File: src/rtl/cntr_seq_ctrl.sv
// cntr_seq_ctrl: sequencer for the n-bit load/count-up/hold counter.
// Loads a preset into the counter, lets it advance on each prescaler tick,
// and finishes the interval when a tick arrives while the counter reads all
// ones. Pause, resume, abort and auto-repeat are supported. A one-cycle done
// pulse marks each completed interval, and iter counts completed intervals.
//
// There is no valid/ready traffic here. start, stop and tick are plain
// levels sampled on every rising clk edge. tick is a one-cycle strobe from
// the prescaler; a tick that arrives outside RUN is dropped.
module cntr_seq_ctrl #(
    parameter int n = 8
) (
    input  logic         clk,
    input  logic         clr,
    input  logic         start,
    input  logic         stop,
    input  logic         tick,
    input  logic         mode_rpt,
    input  logic [n-1:0] preset,
    input  logic [n-1:0] cnt_q,
    output logic         cnt_ld,
    output logic         cnt_up,
    output logic [n-1:0] cnt_d,
    output logic         busy,
    output logic         done,
    output logic [7:0]   iter
);

    localparam logic [2:0] S_IDLE  = 3'd0;
    localparam logic [2:0] S_LOAD  = 3'd1;
    localparam logic [2:0] S_RUN   = 3'd2;
    localparam logic [2:0] S_PAUSE = 3'd3;
    localparam logic [2:0] S_DONE  = 3'd4;

    logic [2:0]   state;
    logic [2:0]   state_nx;
    logic [n-1:0] preset_r;
    logic         rpt_r;
    logic         term;

    // The counter has reached its terminal value (all ones).
    assign term = &cnt_q;

    // Next-state selection. In RUN, a terminal tick wins over a concurrent
    // stop. In PAUSE, stop (abort) wins over start (resume).
    always_comb begin
        state_nx = state;
        case (state)
            S_IDLE:  if (start) state_nx = S_LOAD;
            S_LOAD:  state_nx = S_RUN;
            S_RUN: begin
                if (tick && term) state_nx = S_DONE;
                else if (stop)    state_nx = S_PAUSE;
            end
            S_PAUSE: begin
                if (stop)       state_nx = S_IDLE;
                else if (start) state_nx = S_RUN;
            end
            S_DONE:  state_nx = rpt_r ? S_LOAD : S_IDLE;
            default: state_nx = S_IDLE;
        endcase
    end

    // State register.
    always_ff @(posedge clk or posedge clr) begin
        if (clr) state <= S_IDLE;
        else     state <= state_nx;
    end

    // Capture the interval setup when a start is accepted in IDLE.
    // The captured preset also feeds the counter load data.
    always_ff @(posedge clk or posedge clr) begin
        if (clr) begin
            preset_r <= '0;
            rpt_r    <= 1'b0;
        end else if (state == S_IDLE && start) begin
            preset_r <= preset;
            rpt_r    <= mode_rpt;
        end
    end

    // Completed-interval tally. It clears when a new sequence starts from
    // IDLE and wraps naturally at 8 bits.
    always_ff @(posedge clk or posedge clr) begin
        if (clr)                           iter <= 8'd0;
        else if (state == S_IDLE && start) iter <= 8'd0;
        else if (state == S_DONE)          iter <= iter + 8'd1;
    end

    // Output decode. cnt_up is gated by term so the counter never wraps past
    // all ones. A stop that arrives with a non-terminal tick still lets that
    // tick count.
    always_comb begin
        cnt_ld = (state == S_LOAD);
        cnt_up = (state == S_RUN) && tick && !term;
        busy   = (state != S_IDLE);
        done   = (state == S_DONE);
        cnt_d  = preset_r;
    end

endmodule

File: config.mk
export PLATFORM = sky130hd
export DESIGN_NAME = cntr_seq_ctrl
export DESIGN_NICKNAME = d
export VERILOG_FILES = /design/src/rtl/cntr_seq_ctrl.sv
export SDC_FILE = /design/constraint.sdc
export NUM_CORES = 1
export LEC_CHECK = 0
export BUFFER_PORTS_ARGS = -buffer_cell sky130_fd_sc_hd__buf_2
export CORE_ASPECT_RATIO = 1.4
export CORE_MARGIN = 2
export CORE_UTILIZATION = 46
export CTS_CLUSTER_DIAMETER = 80
export DETAILED_ROUTE_END_ITERATION = 16
export HOLD_SLACK_MARGIN = 0.02
export PLACE_DENSITY = 0.74
export SLEW_MARGIN = 5
export SYNTH_ARGS = -nofsm -noshare
export SYNTH_HDL_FRONTEND = slang
export SYNTH_SLANG_ARGS = --single-unit
File: constraint.sdc
create_clock -name clk -period 1.9 [get_ports clk]
set_clock_uncertainty 0.15 [all_clocks]
set_input_delay 0.19 -clock clk [delete_from_list [all_inputs] [get_ports clk]]
set_output_delay 0.19 -clock clk [all_outputs]
set_load 0.01 [all_outputs]
### Word level (Yosys, flattened, before mapping)

Cells that the tools add are included.

| storage, ports and cells | value |
|---|---|
| register bits | 20 |
| input port bits | 22 |

| operators by class | value |
|---|---|
| $add $sub $neg | 1 |
| eq/ne operators | 7 |
| muxes and demuxes | 9 |
| reduce and logical (&&, ||, !) cells | 10 |

Operators by type and width:

| kind | count |
|---|---|
| 8-bit two-way mux | 2 |
| 3-bit two-way mux | 5 |
| 3-bit one-hot mux with 5 select lines | 1 |
| 8-bit by 1-bit adder with 8-bit output (second input constant) | 1 |
| 8-bit AND reduction | 1 |
| 3-bit by 2-bit == test with 1-bit output (second input constant) | 2 |
| 3-bit inequality test (second input constant) | 2 |
| 1-bit logical AND | 4 |
| 3-bit by 1-bit == test with 1-bit output (second input constant) | 1 |
| 3-bit == test (second input constant) | 1 |
| 3-bit zero test | 1 |
| 3-bit AND reduction | 1 |
| 3-bit nonzero test | 1 |
| 2-bit inequality test (second input constant) | 1 |
| 2-bit nonzero test | 1 |
| 1-bit zero test | 1 |
| 1-bit two-way mux | 1 |

### Longest topological paths before layout

Gate-level depths: netlist of the first run.

| logic depth | value |
|---|---|
| depth after elaboration | 4 |
| depth in mapped cells | 5 |
| depth with buffers taken out | 4 |

### Worst setup path before layout of the first run

No wires, ideal clock.

| timing path | value |
|---|---|
| path kind | register to register |
| start point | register state[1] |
| end point | register iter[3] |
| setup time | 131 ps |
| arrival time | 1345 ps |
| data required time | 1619 ps |
| slack | 274 ps |
| cell stages (with the launch flop) | 6 |
| buffers on the path | 2 |
| path through | dfrtp_1 buf_6 or4b_4 clkbuf_8 o211ai_2 o31ai_1 |

| between the ends | value |
|---|---|
| cells in the longest elaborated chain, start to end | 3 |
| elaborated cells between the ends (all ways) | 5 |
| classes of those cells | 1 x eq/ne; 1 x mux; 3 x reduce/logical |

RTL lines:

| what | RTL line | text |
|---|---|---|
| start, declared | 35 | `logic [2:0] state;` |
| start signal, assigned | 67 | `else state <= state_nx;` |
| 3-bit zero test | 86 | `else if (state == S_IDLE && start) iter <= 8'd0;` |
| 1-bit logical AND | 86 |  |
| 8-bit two-way mux / 2-bit nonzero test (equally long branches) | -- |  |
| end signal, assigned | 87 | `else if (state == S_DONE) iter <= iter + 8'd1;` |
| end, declared | 26 | `output logic [7:0] iter` |

Parallel ways exist; a longest one is shown, timed or not.
A chain may end at the register's enable or synchronous reset.

### Worst setup path after layout of the first run

| timing path | value |
|---|---|
| start point | register state[0] |
| end point | output done |

| between the ends | value |
|---|---|
| cells in the longest elaborated chain, start to end | 1 |

RTL lines:

| what | RTL line | text |
|---|---|---|
| 3-bit == test | 97 | `done = (state == S_DONE);` |
| end, declared | 25 | `output logic done,` |

Every way passes these cells.

==> reports/metrics.csv, run 1 <==
stage;metric;value;unit
outcome;status;complete, no violations;
route;TritonRoute pass-1 iters;4;
timing;Fmax;547;MHz
final_layout;sequential cell area;502;µm²
route;First DRT Iteration DRCs;28;
yosys;mux cell area share after synthesis;0.0222;
yosys;Synth Area in Compound Gates;0.147;
yosys;Mean Syn Cell Area;9.86;µm²
floorplanning;die width;43.7;µm
route;Vias/cell;5.46;
worst_setup_path;CP Launch Type;flop;
pwr;total power;1550;µW
timing;Worst-Margin Slew;0.762;ns
worst_setup_path;arrival time at the worst endpoint;1.49;ns
worst_setup_path;Crit Path Category;reg2out;
placement;placed cell areas;1220;µm²
route;via count;994;
final_layout;Design Area, Final;1420;µm²
final_layout;final core occ;0.668;
yosys;register area share after synthesis;0.493;
final_layout;fill cell count;181;
yosys;Simple-Gate Fraction of Synth Area;0.256;
timing;period utilization;0.963;
yosys;Synth Area in Adders;0.0123;
pwr;leakage;0.000754;µW
timing;hold violation count in the final report;0;
timing;min Tclk post-route;1.83;ns
placement;Buffers on Ports;41;
worst_setup_path;CP Max Fanout;10;
final_layout;Finished Layout Cells;182;
clock_tree;clock sink count;20;
yosys;number of synthesized register bits;20;
global_route;global-route wire length before repair;3.86;mm
clock_tree;CTS tree;yes;
timing;Finish-stage setup viols;0;
floorplanning;row count;20;
placement;final RePlAce weighted congestion;0.756;
yosys;mapped cell area;1020;µm²
placement;dpl cells;164;
floorplanning;Die Ht;59.6;µm
global_route;antenna violations before repair;0;
final_layout;area delta synth->final;39.9;%
min_path;worst min-delay path class;in2reg;
global_route;largest net degree at the start of global routing;21;
yosys;largest family of logic cells by synthesized area;simple AND/OR/NAND/NOR gates;
timing;worst hold slack;0.0216;ns
job;max cap viols;0;
floorplanning;Initial Util;0.478;
final_layout;Nets;184;
global_route;GRT Util Overall;0.202;
global_route;number of global-route vias before repair;889;
yosys;Syn. warnings;0;
route;post-route ant nets;0;
route;DR WL/cell;14.1;µm
clock_tree;Reg clk slew, reported paths;0.11;ns
clock_tree;H-Tree Depth;1;
pwr;worst IR drop on VDD;0.614;mV
final_layout;# diodes;0;
yosys;Synth Instances;103;
yosys;Post-Synth XOR/XNOR Area;0;
yosys;Syn Nets;126;
route;DR DRC count;0;
worst_setup_path;Setup crit end kind;output port;
floorplanning;area of the die;2610;µm²
final_layout;layout cell share with drive strength beyond 1;0.369;
timing;worst rel slew slack;0.491;
floorplanning;Placeable Area;2130;µm²
clock_tree;number of buffers created by CTS;3;
clock_tree;Max Root-Sink Buffers;2;
timing;Final Max Slew Viols;0;
route;WL final;2.57;mm
global_route;gr ovfl total;0;
floorplanning;IO Pins;42;
worst_setup_path;Worst Path Required;1.56;ns
clock_tree;Worst-Skew Late Latency;0.32;ns
yosys;Synth cell types;34;
placement;placed wire-length estimate;1.63;mm
final_layout;Multi-input gate area;458;µm²
clock_tree;Root Buffer;clkbuf_4;
pwr;Power Density;1090;nW/µm²
-- kinds of logic (layout without fill, tap and decap cells) --
| group | after synthesis | count (layout) |
|---|---|---|
| multiplexers | 2 | 2 |
| buffers and inverters | 10 | 67 |
| AND/OR/NAND/NOR | 53 | 53 |
| AO/OA/AOI/OAI | 17 | 17 |
| flip-flops | 20 | 20 |
| adder cells (fa/ha/maj) | 1 | 1 |
-- cell usage after synthesis --
cell type,count,share of area
or4b_4,1,0.014
buf_2,1,0.0049
o31ai_1,3,0.022
nor3_1,1,0.0049
o221ai_1,1,0.0086
o211ai_1,1,0.0074
a21o_1,1,0.0074
mux2_2,2,0.022
nor4b_2,1,0.015
o311ai_2,1,0.016
or4b_1,1,0.0099
nor4b_1,1,0.0086
o2bb2ai_1,1,0.0086
o211ai_2,1,0.012
or3_1,1,0.0062
o211a_1,1,0.0099
dfrtp_1,20,0.49
nand2_1,33,0.12
nor3b_1,1,0.0074
or3b_1,1,0.0086
o41ai_1,2,0.017
nand4_1,3,0.018
nor2_1,5,0.018
inv_1,5,0.018
o311ai_1,1,0.0086
clkbuf_8,1,0.014
ha_1,1,0.012
buf_6,3,0.033
a22o_1,1,0.0086
o21ai_0,2,0.0099
a221o_1,1,0.0099
nand3_1,2,0.0099
nand2b_1,1,0.0062
nand3b_1,1,0.0074
-- layout make-up --
class,count,area share
clock inverters,1,0.0211
multi-input cells,73,0.322
repair buffers,58,0.255
well taps,22,0.0194
flip-flops and latches,20,0.353
inverters,5,0.0132
clock buffers,3,0.0158
-- layer usage --
layer | track usage | share of wire
met5 | 0 | 0
met4 | 0.0909 | 0.018
met3 | 0.0305 | 0.041
met2 | 0.372 | 0.55
met1 | 0.223 | 0.39
-- stage by stage --
step	setup TNS, ns	setup slack, ns
after floorplan	0	0.274
after global placement	0	0.237
after detailed placement	0	0.203
after CTS	0	0.0318
after global routing	-0.000665	-0.000665
final	0	0.0711
-- power by group --
part           total [µW]  switching, µW  leakage, µW  internal [µW]
Combinational         577            309     0.000465            268
Sequential            617           78.5     0.000261            538
Clock                 357            143    0.0000279            214
Total                1550            530     0.000754           1020
-- timing repair --
item	CTS	global route
hold endpoints to repair	31	0
hold buffers	12	0
setup endpoints to repair	1	2
gates resized for setup	1	3
buffers inserted	0	2
-- registers in the layout (all words and copies together) (netlist names) --
| signal | flops |
|---|---|
| cnt_d | 8 |
| iter | 8 |
| rpt_r | 1 |
| state | 3 |
-- cells in the final DEF (no fill, tap or decap), drive strengths merged, types with 3 or more instances in the layout --
cell         netlist  routed
dlygate4sd3        0      12
buf                4      46
nor2               5       5
inv                5       5
o31ai              3       3
clkbuf             1       3
nand2             33      33
dfrtp             20      20
nand4              3       3
-- path summary, 6_finish.rpt --
path | cells past startpoint | to | slack (ns) | from
worst max-delay path | 3 | done | 0.07 | state[0]
worst min-delay path | 3 | state[2] | 0.02 | cnt_q[5]
worst max register to register | 3 | iter[4] | 0.28 | state[0]
worst min register to register | 2 | cnt_d[1] | 0.34 | cnt_d[1]
max in group asynchronous | 3 | state[0] | 0.68 | clr
min in group asynchronous | 3 | cnt_d[4] | 0.39 | clr
-- worst max-delay path: stages, from the launching register on --
cell	delay [ns]
dfrtp_2	0.47
or3b_4	0.46
inv_1	0.11
buf_2	0.14
Power figures use the tool's default switching activity.
==> inputs of run 2 (changes only) <==
HOLD_SLACK_MARGIN = 0.03   (was 0.02)
RECOVER_POWER = 25   (was unset)
==> reports/metrics.csv, run 2 (same netlist as run 1, synthesis figures left out) <==
stage;metric;value;unit;change
placement;placed wire-length estimate;1.63;mm;unchanged
placement;dpl cells;164;;unchanged
worst_setup_path;Slowest-stage cell, CP;dfrtp_2;;
pwr;total power;1530;µW;-1.1%
clock_tree;H-Tree Depth;1;;unchanged
worst_setup_path;Crit Path Category;reg2out;;
global_route;largest net degree at the start of global routing;21;;unchanged
floorplanning;Placeable Area;2130;µm²;unchanged
floorplanning;IO Pins;42;;unchanged
min_path;worst min-delay path class;in2reg;;
route;DR WL/cell;14.0;µm;-0.97%
pwr;Power Density;1070;nW/µm²;-1.4%
pwr;worst IR drop on VDD;0.613;mV;-0.11%
route;WL final;2.57;mm;+0.12%
final_layout;commonest non-fill, non-tap cell in the layout;nand2_1;;
pwr;leakage;0.000719;µW;-4.7%
clock_tree;Worst-Skew Late Latency;0.32;ns;about the same
global_route;number of global-route vias before repair;901;;+1.3%
worst_setup_path;arrival time at the worst endpoint;1.49;ns;about the same
timing;worst rel slew slack;0.489;;-0.00236
timing;Fmax;545;MHz;-0.30%
timing;min Tclk post-route;1.83;ns;+0.00555 ns
final_layout;# diodes;0;;unchanged
clock_tree;number of buffers created by CTS;3;;unchanged
clock_tree;clock sink count;20;;unchanged
route;DR DRC count;0;;unchanged
final_layout;final core occ;0.671;;+0.00235
min_path;Hold Path Cell Cnt;3;;unchanged
global_route;Most Used Layer, Global Route;met2;;
global_route;GRT Util Overall;0.206;;+0.00375
timing;Finish-stage setup viols;0;;unchanged
global_route;gr ovfl total;0;;unchanged
outcome;status;complete, no violations;;
timing;Final Max Slew Viols;0;;unchanged
global_route;met1 usage;0.228;;+0.00576
final_layout;layout cell share with drive strength beyond 1;0.290;;-0.0786
floorplanning;Initial Util;0.478;;unchanged
worst_setup_path;Worst Reg2Reg Path Length in Cells;3;;unchanged
worst_setup_path;Setup crit end kind;output port;;
route;via count;1005;;+1.1%
clock_tree;Reg clk slew, reported paths;0.11;ns;about the same
final_layout;commonest non-fill, non-tap cells in the layout;33 x nand2_1, 29 x buf_2, 19 x dfrtp_1;;
floorplanning;die width;43.7;µm;unchanged
clock_tree;Max Root-Sink Buffers;2;;unchanged
global_route;global-route wire length before repair;3.95;mm;+2.3%
floorplanning;Die Ht;59.6;µm;unchanged
worst_setup_path;CP Launch Type;flop;;
worst_setup_path;critical-path cell list;or3b_4 -> inv_1 -> buf_2;;
clock_tree;CTS tree;yes;;
final_layout;Finished Layout Cells;184;;+1.1%
final_layout;area delta synth->final;40.4;%;
job;max cap viols;0;;unchanged
route;TritonRoute pass-1 iters;4;;unchanged
placement;placed cell areas;1220;µm²;unchanged
timing;hold violation count in the final report;0;;unchanged
global_route;antenna violations before repair;0;;unchanged
placement;Buffers on Ports;41;;unchanged
timing;period utilization;0.965;;+0.00292
final_layout;Design Area, Final;1430;µm²;+0.35%
worst_setup_path;Critical Path Max Stage Delay;0.47;ns;about the same
worst_setup_path;CP Max Fanout;10;;unchanged
clock_tree;Root Buffer;clkbuf_4;;
placement;final RePlAce weighted congestion;0.756;;unchanged
global_route;met3 Usage GRT;0.0305;;unchanged
route;Vias/cell;5.46;;about the same
worst_setup_path;Worst Path Required;1.56;ns;about the same
final_layout;Nets;186;;+1.1%
floorplanning;area of the die;2610;µm²;unchanged
route;First DRT Iteration DRCs;34;;+21%
worst_setup_path;reg2reg setup slack;0.28;ns;about the same
route;post-route ant nets;0;;unchanged
global_route;grt met2 use;0.378;;+0.00630
timing;Worst-Margin Slew;0.766;ns;+0.00354 ns
floorplanning;row count;20;;unchanged
-- run 2: power breakdown --
| part | total (µW) | internal [µW] | leakage (µW) | switching [µW] |
|---|---|---|---|---|
| sequential | 619 | 538 | 0.000261 | 80.7 |
| clock | 356 | 214 | 0.0000279 | 143 |
| combinational | 558 | 249 | 0.000430 | 309 |
| total | 1530 | 1000 | 0.000719 | 532 |
-- run 2: layout make-up --
| type | instances | area [µm²] |
|---|---|---|
| fill | 182 | 701 |
| sequential | 20 | 502 |
| multi-input combinational | 73 | 458 |
| timing repair buffer | 60 | 368 |
| clock inverter | 1 | 30.0 |
| tap | 22 | 27.5 |
| clock buffer | 3 | 22.5 |
| inverter | 5 | 18.8 |
-- run 2: worst max-delay path: cells and delay by family (launching register included) --
kind                   cells  cell delay, ns
buffers and inverters      2            0.25
DFF                        1            0.47
and+or+nand+nor            1            0.46
-- run 2: path summary, 6_finish.rpt --
| kind | from | to |
|---|---|---|
| worst max register to register | state[0] | iter[6] |
| worst min register to register | cnt_d[1] | cnt_d[1] |
| worst max-delay path | state[0] | done |
| min in group asynchronous | clr | cnt_d[2] |
| max in group asynchronous | clr | state[0] |
| worst min-delay path | cnt_q[6] | state[2] |
-- run 2: repair_timing --
| item | in CTS | in global routing |
|---|---|---|
| setup buffers | 0 | 2 |
| hold endpoints to repair | 31 | 0 |
| resized for setup | 1 | 3 |
| endpoints found under the setup margin | 1 | 2 |
| hold buffers | 14 | 0 |
-- run 2: stage by stage --
stage / setup slack [ns] / hold slack [ns] / setup TNS [ns]
global placement: 0.237 / 0.197 / 0
global route: -0.000665 / 0.0568 / -0.000665
floorplan: 0.274 / 0.00383 / 0
detailed placement: 0.203 / 0.213 / 0
finish: 0.0656 / 0.0405 / 0
CTS: 0.0318 / 0.0402 / 0
-- run 2: metal layers --
| metal | wire [µm] | vias to the layer above | part of all wire |
|---|---|---|---|
| met4 | 49 | 0 | 0.019 |
| li1 | - | 484 | - |
| met2 | 1410 | 39 | 0.55 |
| met5 | 0 | - | 0 |
| met1 | 978 | 477 | 0.38 |
| met3 | 129 | 5 | 0.050 |
